### src/rtl/pipeline_pkg.sv
// pipeline_pkg: stage-boundary types and constants shared by the pipeline registers.
package pipeline_pkg;
    localparam int WIDTH = 32;
    localparam logic [31:0] NOP_INSTR = 32'h0000_0013;
    typedef struct packed {
        logic [WIDTH-1:0] instr;
        logic [WIDTH-1:0] pc;
        logic [WIDTH-1:0] pcplus4;
    } if_id_entry_t;
endpackage

### src/rtl/if_id_queue.sv
// if_id_queue: DEPTH-entry first-word-fall-through buffer between fetch and decode.
module if_id_queue
    import pipeline_pkg::*;
#(
    parameter int WIDTH = 32,
    parameter int DEPTH = 4
) (
    input  logic                     clk,
    input  logic                     rst_n,
    input  logic                     flush,
    input  logic                     ValidF,
    output logic                     ReadyF,
    input  logic [WIDTH-1:0]         InstrF,
    input  logic [WIDTH-1:0]         PCF,
    input  logic [WIDTH-1:0]         PCPlus4F,
    output logic                     ValidD,
    input  logic                     ReadyD,
    output logic [WIDTH-1:0]         InstrD,
    output logic [WIDTH-1:0]         PCD,
    output logic [WIDTH-1:0]         PCPlus4D,
    output logic [$clog2(DEPTH):0]   Count
);
    localparam int AW = $clog2(DEPTH);
    typedef struct packed {
        logic [WIDTH-1:0] instr;
        logic [WIDTH-1:0] pc;
        logic [WIDTH-1:0] pcplus4;
    } entry_t;
    entry_t        mem_q [DEPTH];
    entry_t        head;
    logic [AW-1:0] rd_q, rd_d, wr_q, wr_d;
    logic [AW:0]   cnt_q, cnt_d;
    logic          push, pop;
    assign ReadyF = cnt_q != (AW+1)'(DEPTH);
    assign ValidD = cnt_q != '0;
    assign Count  = cnt_q;
    assign push   = ValidF && ReadyF && !flush;
    assign pop    = ValidD && ReadyD && !flush;
    assign head   = mem_q[rd_q];
    // Empty queue presents a NOP so stale storage never reaches decode.
    assign InstrD   = ValidD ? head.instr   : WIDTH'(NOP_INSTR);
    assign PCD      = ValidD ? head.pc      : '0;
    assign PCPlus4D = ValidD ? head.pcplus4 : '0;
    always_comb begin
        rd_d  = flush ? '0 : rd_q + AW'(pop);
        wr_d  = flush ? '0 : wr_q + AW'(push);
        cnt_d = flush ? '0 : cnt_q + (AW+1)'(push) - (AW+1)'(pop);
    end
    always_ff @(posedge clk or negedge rst_n) begin
        if (!rst_n) begin
            rd_q  <= '0;
            wr_q  <= '0;
            cnt_q <= '0;
        end else begin
            rd_q  <= rd_d;
            wr_q  <= wr_d;
            cnt_q <= cnt_d;
        end
    end
    always_ff @(posedge clk) begin
        if (push) mem_q[wr_q] <= '{instr: InstrF, pc: PCF, pcplus4: PCPlus4F};
    end
endmodule

### config.mk
export PLATFORM = sky130hd
export DESIGN_NAME = if_id_queue
export DESIGN_NICKNAME = d
export VERILOG_FILES = /design/src/rtl/pipeline_pkg.sv /design/src/rtl/if_id_queue.sv
export SDC_FILE = /design/constraint.sdc
export NUM_CORES = 1
export LEC_CHECK = 0
export CAP_MARGIN = 20
export CORE_MARGIN = 5
export CORE_UTILIZATION = 59
export DETAILED_ROUTE_END_ITERATION = 16
export GPL_TIMING_DRIVEN = 0
export PLACE_DENSITY = 0.88
export SETUP_SLACK_MARGIN = 0.2
export SLEW_MARGIN = 10
export SYNTH_ARGS = -nofsm -noshare
export SYNTH_HDL_FRONTEND = slang
export SYNTH_SLANG_ARGS = --single-unit
### constraint.sdc
create_clock -name clk -period 20.1 [get_ports clk]
set_input_delay 3.015 -clock clk [delete_from_list [all_inputs] [get_ports clk]]
set_output_delay 3.015 -clock clk [all_outputs]
set_load 0.02 [all_outputs]
==> Yosys cells after proc, flatten, opt, wreduce, memory -nomap -nowiden <==
Memories as Yosys holds them, arrays and structs flattened.
Cells that the tools add are included.
{ "totals": {"register_bits": 7, "ram_bits": 384, "out_inout_bits": 101, "memories": 1} }
{ "classes": {"add_sub_neg": 4, "n_eq_ne": 1, "mux": 8, "reduce_logical": 6} }
{ "memory_table": {"columns": ["memory", "words", "width", "rd", "rd_ports_with_merged_regs", "wr", "line_no", "source"], "rows": [
  ["mem_q", 4, 96, 1, 0, 1, "if_id_queue.sv:29", "entry_t mem_q [DEPTH];"]
]} }
{ "op_table": {"columns": ["op", "count"], "rows": [
  ["32-bit 2-to-1 mux", 3],
  ["2-bit by 1-bit adder with 2-bit output", 2],
  ["1-bit logical AND", 4],
  ["2-bit 2-to-1 mux", 2],
  ["3-bit by 1-bit adder with 3-bit output", 1],
  ["3-bit 2-to-1 mux", 1],
  ["3-bit inequality test, second input constant", 1],
  ["3-bit nonzero test", 1],
  ["3-bit by 1-bit subtractor with 3-bit output", 1],
  ["1-bit 2-to-1 mux", 2],
  ["1-bit zero test", 1]
]} }

==> Longest topological paths before layout <==
Gate-level depths: netlist (run 1).
{ "depth": {"ltp_word": 6, "ltp_mapped": 10, "mapped_depth_nobuf": 9} }

==> Worst setup path after synthesis (run 1) <==
No wires, ideal clock.
{ "synth_timing": {"path_type": "input -> register", "from": "in flush", "to": "mem mem_q[1][0] (netlist name) (enable)", "setup_ns": 0.820, "t_arrival_ns": 13.254, "required_time_ns": 19.280, "path_slack_ns": 6.026, "path_stages": 3, "cell_sequence": "clkbuf_1 -> nand2b_1 -> nor4b_1"} }
{ "synth_between": {"elab_chain_len": 4} }
{ "synth_rtl": {"columns": ["item", "line_no", "source"], "rows": [
  ["start: declaration", "if_id_queue.sv:10", "input logic flush,"],
  ["1-bit zero test", "if_id_queue.sv:37", "assign push = ValidF && ReadyF && !flush;"],
  ["1-bit logical AND", "if_id_queue.sv:37", null],
  ["1-bit 2-to-1 mux", "if_id_queue.sv:61", "if (push) mem_q[wr_q] <= '{instr: InstrF, pc: PCF, pcplus4: PCPlus4F};"],
  ["1-bit 2-to-1 mux (not written as such)", "if_id_queue.sv:61", null],
  ["end: declaration", "if_id_queue.sv:29", null]
]} }
No other way between the ends.

==> Final worst setup path (run 1) <==
{ "layout_timing": {"from": "in ValidF", "to": "mem mem_q[1][69] (netlist name) (enable)"} }
{ "layout_between": {"elab_chain_len": 4} }
{ "layout_rtl": {"columns": ["item", "line_no", "source"], "rows": [
  ["start: declaration", "if_id_queue.sv:11", "input logic ValidF,"],
  ["1-bit logical AND (2 in a row)", "if_id_queue.sv:37", null],
  ["1-bit 2-to-1 mux", "if_id_queue.sv:61", null],
  ["1-bit 2-to-1 mux (not written as such)", "if_id_queue.sv:61", null]
]} }
No other way between the ends.

==> results of run 1 <==
## cell families (layout without fill, tap and decap cells)
group         after synthesis  after routing  share of synthesized area [%]
xor+xnor                    3              3                          0.269
fa+ha+maj                   5              5                          0.470
buf+inv                    37            366                           1.50
flops                     391            391                           78.5
mux                        96             96                           14.5
other cells                 0              1                              0
simple gates              113            113                           4.76
## stage by stage
step                      util, %  worst slack, ns
after floorplan                 -             6.03
after global placement       69.2            -1.65
after detailed placement     71.4            13.17
after CTS                    76.2            13.66
after global routing         76.2            13.47
final                        76.2            13.68
## flip-flops by register name, summed over array words and instances, names as in the netlist
name and cells:
Count 3, mem_q 384, rd_q 2, wr_q 2
## worst min-delay path, cell delays in order (launching register included)
cell and delay, ns:
dfrtp_1 0.36, ha_1 0.13, nor2b_1 0.12
## layout make-up
type                    count  area [um2]
repair buffers            260        2510
plain buffers              33         209
clock buffers              50        1060
inverters                   4        15.0
clock inverters            19         161
multi-input cells         217        3020
diodes                      1        2.50
flip-flops and latches    391       11700
well taps                 330         413
fillers                  1362        5950
## layout by cell type (no fill, tap or decap)
master and instances:
clkdlybuf4s50_1 200, nor4b_2 2, and2_1 93, fa_1 1
clkinv_2 5, clkbuf_1 25, nand2b_1 1, bufinv_16 3
ha_1 4, mux4_2 96, buf_12 1, clkinv_1 10
xnor3_1 1, edfxtp_1 384, buf_4 40, nor4_2 1
nor4bb_4 1, xnor2_1 2, or2_2 1, nor2_1 5
buf_6 10, nor3b_1 2, inv_1 4, or2_1 3
clkbuf_16 41, buf_8 9, clkinv_4 1, diode_2 1
nor3_2 1, buf_2 17, dfrtp_1 7, nor2b_1 3
## metal layers
metal	global-route usage, %	share of wire (%)	vias up
li1	-	-	3249
met1	28.2	37	3783
met2	39.0	54	291
met3	5.51	7.2	50
met4	4.83	1.8	6
met5	0	0.13	-
## power groups by stage
stage	registers (mW)	logic, mW	clock network (mW)
floorplan	0.969	0.322	0
global placement	0.975	0.594	0
detailed placement	0.959	0.615	0
CTS	0.942	0.623	0.701
global route	0.944	0.651	0.738
finish	0.942	0.611	0.686
## final timing paths
kind,startpoint,to,slack (ns),cells past startpoint
hold / removal,rd_q[0],rd_q[0],0.65,2
min in group asynchronous,rst_n,Count[2],2.77,1
max in group asynchronous,rst_n,rd_q[1],17.07,1
setup reg to reg,Count[2],mem_q[1][69],16.17,13
hold reg to reg,rd_q[0],rd_q[0],0.65,2
setup / recovery,ValidF,mem_q[1][69],13.68,14
==> qor.yml, run 1 <==
timing:
  slew_headroom_pct: 26.6
  fmax_mhz: 156
  whs_ns: 0.647
  rsz0062_at_grt: "false"
  post-route-min-period_ns: 6.42
  tightest_slew_ns: 1.10
  finalHoldViolCount: 0
  period_share_pct: 31.9
  slew_viol_final: 0
  finClkSkew_ns: 0.0204
  setup_viol: 0
  timing.setup.tns_ns: 0
clocking:
  cts_buffer_depth: 3
  path_clk_slew_ns: 0.06
  hold_buffers: 0
  cts_resized: 0
  cts_tree: "done"
  htree_levels: 2
  cts_sinks: 391
  post-cts-setup-buffers: 0
  clock_latency_ns: 0.51
  cts-root-buf: "clkbuf_16"
  cts_buffers: 38
synth:
  synth_area_leader_cell: "edfxtp_1"
  synth.avg_cell_area_um2: 23.1
  syn-cell-area_um2: 14900
  synth-seq-area-share_pct: 78.5
  syn-num-nets: 751
  synth.area.top_cells: "edfxtp_1, mux4_2, and2_1, dfrtp_1, buf_8"
  synth_top_area_share_pct: 77.3
  yosysUniqueCellTypes: 25
  synthArstFlopShare_pct: 1.79
  ys_ff_latch: 391
  synth_common_cells: "edfxtp_1, mux4_2, and2_1, clkbuf_1, buf_2"
  yosysWarningCount: 0
  synthCells: 645
  synth_flop_cell: "edfxtp_1"
  synth_edf_count: 384
  synth_most_common_cell: "edfxtp_1"
detailed_routing:
  drtIter0Drc: 721
  routedWlPerCell_um: 23.8
  postRouteAntennaNets: 0
  drc_errors: 0
  viasPerCell: 5.65
  wirelength_um: 31100
  detail_route.first_pass.iterations: 8
  vias: 7379
min_path:
  hold_path.class: "reg2reg"
critical_path:
  required_ns: 20.32
  startpoint_type: "input port"
  worstPathCellList: "clkdlybuf4s50_1 -> nand2b_1 -> nor4b_2 -> buf_2 -> buf_4 -> buf_4 -> buf_4 -> buf_4 -> buf_4 -> buf_4 -> buf_4 -> buf_4 -> buf_4 -> buf_4"
  critPathArrivalTime_ns: 6.64
  cp_slowest_cell: "nor4b_2"
  cpLargestDelayFamily: "buffers and inverters"
  crit_top_cell: "buf_4"
  cp_num_buf_inv: 12
  critPathMaxStageDelay_ns: 0.78
  crit_type: "in2reg"
  end_kind: "flop"
  critical_path_peak_fanout: 7
pwr:
  max-vdd-ir-drop_uv: 86.1
  p_sw_share_pct: 26.8
  power.switching_mw: 0.600
  powerDensity_nw_per_um2: 117
  p_comb_share_pct: 27.3
  total_power_mw: 2.24
  p_seq_share_pct: 42.1
  internal-power_mw: 1.64
  p_leak_nw: 6.25
  p_clk_share_pct: 30.7
finish:
  fin_nets: 1051
  area_growth_pct: 28.0
  layout-drive-gt1-share_pct: 23.5
  finish.instance_area_um2: 19100
  stdcell_count: 1305
run_status:
  status: "finished, final reports clean"
grt:
  antenna_found_initial: 4
  grt_pass1_vias: 8120
  grt_pass1_wl_um: 47700
  grt_use_total_pct: 22.1
  grt_max_degree: 16
  grt_overflow: 0
flow_run:
  max-cap-violations: 0
placement:
  post_dp_cell_area_um2: 17900
  place_inst: 1235
  gp_congestion: 0.715
  io_buffers: 200
  hpwl_um: 21600
floorplan:
  initial_core_util_pct: 59.6
  core_area_um2: 25000
  dieArea_um2: 28600
  ios: 202
  die_h_um: 169
  die_width_um: 169
  fp-row-count: 58
Power figures use the tool's default switching activity.
==> run 2, diff against run 1 <==
--- a/config.mk
+++ b/config.mk
@@ -7,10 +7,10 @@
 export LEC_CHECK = 0
 export CAP_MARGIN = 20
 export CORE_MARGIN = 5
-export CORE_UTILIZATION = 59
+export CORE_UTILIZATION = 55
 export DETAILED_ROUTE_END_ITERATION = 16
 export GPL_TIMING_DRIVEN = 0
-export PLACE_DENSITY = 0.88
+export PLACE_DENSITY = 0.83
 export SETUP_SLACK_MARGIN = 0.2
 export SLEW_MARGIN = 10
 export SYNTH_ARGS = -nofsm -noshare
==> constraint.sdc (replaced) <==
create_clock -name clk -period 6 [get_ports clk]
set_input_delay 0.9 -clock clk [delete_from_list [all_inputs] [get_ports clk]]
set_output_delay 0.9 -clock clk [all_outputs]
set_load 0.02 [all_outputs]
==> run 2 against run 1 <==
Effect of this change: final area down 0.22%; clock skew about the same; first-iteration DRC count down 34%; sequential share of layout area up 0.13 points; register-to-register slack worse by 13 ns; combinational power rose to 3.3 times the previous value; clock power rose to 3.3 times the previous value; global-route usage down 2.8 points; via count down 2.5%; flip-flop and latch count unchanged; count of clock-buffer cells in the layout up 1; sequential power rose to 3.4 times the previous value; critical path type is now reg2out; largest power group unchanged.
==> qor.yml, run 2 (synthesis results as in run 1) <==
timing:
  post-route-min-period_ns: 4.05
  finClkSkew_ns: 0.0207
  slew_viol_final: 0
  slew_headroom_pct: 42.9
  timing.final.ws_setup_ns: 1.95
  fmax_mhz: 247
  period_share_pct: 67.5
  setup_viol: 0
  tightest_slew_ns: 0.852
  whs_ns: 0.650
  rsz0062_at_grt: "false"
  timing.setup.tns_ns: 0
  finalHoldViolCount: 0
finish:
  layout-drive-gt1-share_pct: 21.8
  fill_cells: 1532
  num_antenna_cells: 0
  final_common_cell: "edfxtp_1"
  multiInputGateArea_um2: 3050
  fin_util_pct: 71.1
  layout_common_cells: "edfxtp_1, clkdlybuf4s50_1, mux4_2"
  regMostFlops: "mem_q"
  regArea_um2: 11700
  largest_register_ff_count: 384
  area_growth_pct: 27.7
  fin_nets: 1030
critical_path:
  cp_slowest_cell: "clkdlybuf4s50_1"
  rr_endpoint: "Count[2]"
  critPathMaxStageDelay_ns: 0.63
  startpoint: "Count[1]"
  cpLargestDelayFamily: "buffers and inverters"
  r2r-start: "Count[1]"
  crit_top_cell: "clkbuf_1"
  required_ns: 5.10
  cp_num_buf_inv: 4
  startpoint_type: "flop"
  crit_type: "reg2out"
  end_kind: "output port"
  worstPathCellList: "nor3_2 -> inv_1 -> clkbuf_1 -> clkbuf_1 -> and2_1 -> clkdlybuf4s50_1"
  rrSetupSlack_ns: 3.30
  reg2reg_depth: 9
  critPathArrivalTime_ns: 3.15
  critical_path_peak_fanout: 10
grt:
  antenna_found_initial: 1
  grt_overflow: 0
  grt_max_degree: 14
  grt_use_total_pct: 19.3
  grt_pass1_wl_um: 45300
  grt_pass1_vias: 7770
clocking:
  htree_levels: 2
  cts_buffers: 40
  path_clk_slew_ns: 0.06
  post-cts-setup-buffers: 0
  clock_latency_ns: 0.51
  cts_tree: "done"
  cts_resized: 0
  hold_buffers: 0
  cts_buffer_depth: 3
  cts_sinks: 391
  cts-root-buf: "clkbuf_16"
placement:
  io_buffers: 200
  hpwl_um: 20500
  dpl_worst_slack_ns: 2.30
  gp_congestion: 0.716
pwr:
  p_comb_share_pct: 27.5
  p_seq_share_pct: 42.5
  p_clk_share_pct: 30.0
  p_leak_nw: 6.14
  power.switching_mw: 2.02
  max-vdd-ir-drop_uv: 329
  p_sw_share_pct: 27.2
  total_power_mw: 7.43
  powerDensity_nw_per_um2: 390
  internal-power_mw: 5.41
detailed_routing:
  vias: 7193
  detail_route.first_pass.iterations: 4
  wirelength_um: 29300
  routedWlPerCell_um: 22.6
  drtIter0Drc: 476
  viasPerCell: 5.56
  drc_errors: 0
  postRouteAntennaNets: 0
min_path:
  hold_path.class: "reg2reg"
  whs_endpoint: "rd_q[0]"
  hp-start: "rd_q[0]"
  min_path_cells: 2
floorplan:
  core_area_um2: 26800
  dieArea_um2: 30500
  die_width_um: 175
  initial_core_util_pct: 55.6
  die_h_um: 175
  ios: 202
  fp-row-count: 60
run_status:
  status: "finished, final reports clean"
flow_run:
  max-cap-violations: 0
[run 2: changes by cell type in the layout (fill, tap and decap cells not counted), moves of 6 or more]
cell | before | now
buf_4 | 40 | 1
buf_6 | 10 | 27
buf_2 | 17 | 10
buf_8 | 9 | 15
[run 2: worst max-delay path by stage]
stage                   endpoint  slack (ns)  cells after the start
global placement    mem_q[0][49]       -5.34                      3
CTS                       PCD[9]        1.81                      6
global route              PCD[5]        1.66                      6
detailed placement  mem_q[2][38]        2.30                      8
floorplan            mem_q[1][0]       -1.19                      3
finish                    PCD[9]        1.95                      6
[run 2: power groups by stage]
stage	clock network, mW	registers, mW	logic, mW
2_1_floorplan	0	3.23	1.08
3_3_place_gp	0	3.24	2.01
3_5_place_dp	0	3.21	2.07
4_1_cts	2.28	3.16	2.09
5_1_grt	2.42	3.16	2.18
6_report	2.23	3.16	2.04
[run 2: per-stage QoR]
| stage | cells | cell area (um2) |
|---|---|---|
| final | 1294 | 19000 |
| after detailed placement | 1223 | 17900 |
| after floorplan | 645 | 14900 |
| after global placement | 1186 | 17400 |
| after CTS | 1294 | 19000 |
| after global routing | 1294 | 19000 |
[run 2: metal layers]
layer / track usage, % / wire, um
met1: 24.9 / 11700
met2: 33.3 / 15100
met3: 5.69 / 2060
met4: 3.70 / 384
met5: 0 / 13
[run 2: worst min-delay path: stages, from the launching register on]
cell     delay (ns)
dfrtp_1        0.36
ha_1           0.13
nor2b_1        0.11
[run 2: final cells by class]
cell class	count	area share, %
multi-input combinational	217	16.0
clock inverter	20	0.631
inverter	4	0.0788
tap	341	2.24
timing repair buffer	237	12.9
buffer	33	1.10
sequential	391	61.5
clock buffer	51	5.58
==> run 3, diff against run 2 <==
--- a/config.mk
+++ b/config.mk
@@ -7,10 +7,10 @@
 export LEC_CHECK = 0
 export CAP_MARGIN = 20
 export CORE_MARGIN = 5
-export CORE_UTILIZATION = 55
+export CORE_UTILIZATION = 49
 export DETAILED_ROUTE_END_ITERATION = 16
 export GPL_TIMING_DRIVEN = 0
-export PLACE_DENSITY = 0.83
+export PLACE_DENSITY = 0.78
 export SETUP_SLACK_MARGIN = 0.2
 export SLEW_MARGIN = 10
 export SYNTH_ARGS = -nofsm -noshare
==> constraint.sdc (replaced) <==
create_clock -name clk -period 3.45 [get_ports clk]
set_input_delay 0.5175 -clock clk [delete_from_list [all_inputs] [get_ports clk]]
set_output_delay 0.5175 -clock clk [all_outputs]
set_load 0.02 [all_outputs]
==> run 3 against run 2 <==
Effect of this change: critical path depth stayed put; combinational power increased by 75%; final area up 1.4%; critical path type unchanged; final cell count is 4.2% higher; setup slack got worse by 1.6 ns; largest cell class unchanged.
==> qor.yml, run 3 (synthesis results as in run 1) <==
run_status:
  status: "finished, final reports clean"
min_path:
  hold_path.class: "in2reg"
  hp-start: "flush"
placement:
  hpwl_um: 20800
  post_dp_cell_area_um2: 18000
  dpl_worst_slack_ns: 0.219
  place_inst: 1277
  io_buffers: 200
  gp_congestion: 0.697
timing:
  whs_ns: 0.199
  timing.setup.tns_ns: 0
  finalHoldViolCount: 0
  period_share_pct: 91.0
  timing.final.ws_setup_ns: 0.309
  slew_headroom_pct: 40.2
  tightest_slew_ns: 0.893
  setup_viol: 0
  slew_viol_final: 0
  fmax_mhz: 318
  rsz0062_at_grt: "true"
  post-route-min-period_ns: 3.14
  finClkSkew_ns: 0.0143
finish:
  final_common_cell: "edfxtp_1"
  multiInputGateArea_um2: 3060
  layout_common_cells: "edfxtp_1, clkdlybuf4s50_1, mux4_2"
  fill_cells: 1986
  regMostFlops: "mem_q"
  fin_nets: 1036
  largest_register_ff_count: 384
  layout-drive-gt1-share_pct: 23.5
  num_antenna_cells: 0
  stdcell_count: 1348
  finish.instance_area_um2: 19300
  regArea_um2: 11700
  area_growth_pct: 29.6
  fin_util_pct: 64.7
floorplan:
  die_width_um: 184
  core_area_um2: 29900
  fp-row-count: 63
  initial_core_util_pct: 49.9
  dieArea_um2: 34000
  ios: 202
  die_h_um: 184
clocking:
  cts_buffer_depth: 3
  cts-root-buf: "clkbuf_16"
  cts_buffers: 40
  path_clk_slew_ns: 0.06
  clock_latency_ns: 0.52
  cts_sinks: 391
  htree_levels: 2
  cts_tree: "done"
pwr:
  powerDensity_nw_per_um2: 672
  total_power_mw: 13.0
  p_leak_nw: 6.58
  max-vdd-ir-drop_uv: 466
grt:
  grt_pass1_wl_um: 46000
  grt_max_degree: 14
  antenna_found_initial: 1
  grt_use_total_pct: 17.7
  grt_overflow: 0
  grt_pass1_vias: 7915
detailed_routing:
  drtIter0Drc: 465
  postRouteAntennaNets: 0
  drc_errors: 0
  viasPerCell: 5.37
  wirelength_um: 30000
  detail_route.first_pass.iterations: 5
  routedWlPerCell_um: 22.3
  vias: 7240
critical_path:
  startpoint: "rd_q[0]"
  end_kind: "output port"
  r2r-start: "Count[1]"
  critical_path_peak_fanout: 10
  required_ns: 2.93
  startpoint_type: "flop"
  crit_type: "reg2out"
  critPathArrivalTime_ns: 2.62
flow_run:
  max-cap-violations: 0
==> run 3: cell types whose count changed in the layout (fill, tap and decap cells not counted), moves of 2 or more <==
cell / change
clkinvlp_4: +2
dlymetal6s2s_1: +23
clkinv_1: -3
clkbuf_2: +10
clkdlybuf4s50_1: -23
buf_8: +4
clkbuf_4: +2
clkbuf_1: -8
buf_4: +8
clkinv_2: -5
buf_2: -8
==> run 3: area by class of cell <==
type                            instances  share of cell area, %
Sequential cell                       391                   60.6
Clock buffer                           55                   5.58
Buffer                                 33                   1.38
Timing Repair Buffer                  243                   13.4
Inverter                                4                 0.0777
Multi-Input combinational cell        217                   15.8
Tap cell                              390                   2.53
Clock inverter                         15                  0.557
==> run 3: worst max-delay path, cell delays in order (launching register included) <==
cell,delay (ns)
dfrtp_1,0.37
buf_6,0.17
buf_12,0.17
buf_8,0.17
mux4_2,0.52
and2_1,0.17
clkdlybuf4s50_1,0.53
==> run 3: metal layers <==
layer | GRT usage [%] | vias to the layer above | part of all wire, %
met3 | 5.03 | 44 | 7.9
met1 | 23.9 | 3744 | 41
met4 | 3.93 | 2 | 1.7
met5 | 0 | - | 0.043
met2 | 29.3 | 244 | 50
li1 | - | 3206 | -
==> run 3: final timing paths <==
| path | depth (start not counted) | slack [ns] | endpoint |
|---|---|---|---|
| worst max-delay path | 6 | 0.31 | PCPlus4D[2] |
| worst min-delay path | 2 | 0.20 | wr_q[0] |
| worst max register to register | 9 | 0.75 | Count[2] |
| worst min register to register | 2 | 0.65 | rd_q[0] |
| max in group asynchronous | 1 | 2.88 | rd_q[1] |
| min in group asynchronous | 1 | 0.28 | Count[0] |
==> run 3: power breakdown <==
part / leakage [nW] / switching [mW] / total [mW] / internal [mW]
clock: 0.569 / 1.66 / 3.92 / 2.26
sequential: 3.58 / 0.0660 / 5.49 / 5.43
combinational: 2.43 / 1.81 / 3.57 / 1.76
==> run 3: what timing repair did <==
item	in CTS	in global routing
pin swaps	1	0
buffers inserted	1	0
hold buffers	0	0
resized for setup	11	42
setup endpoints to repair	92	68
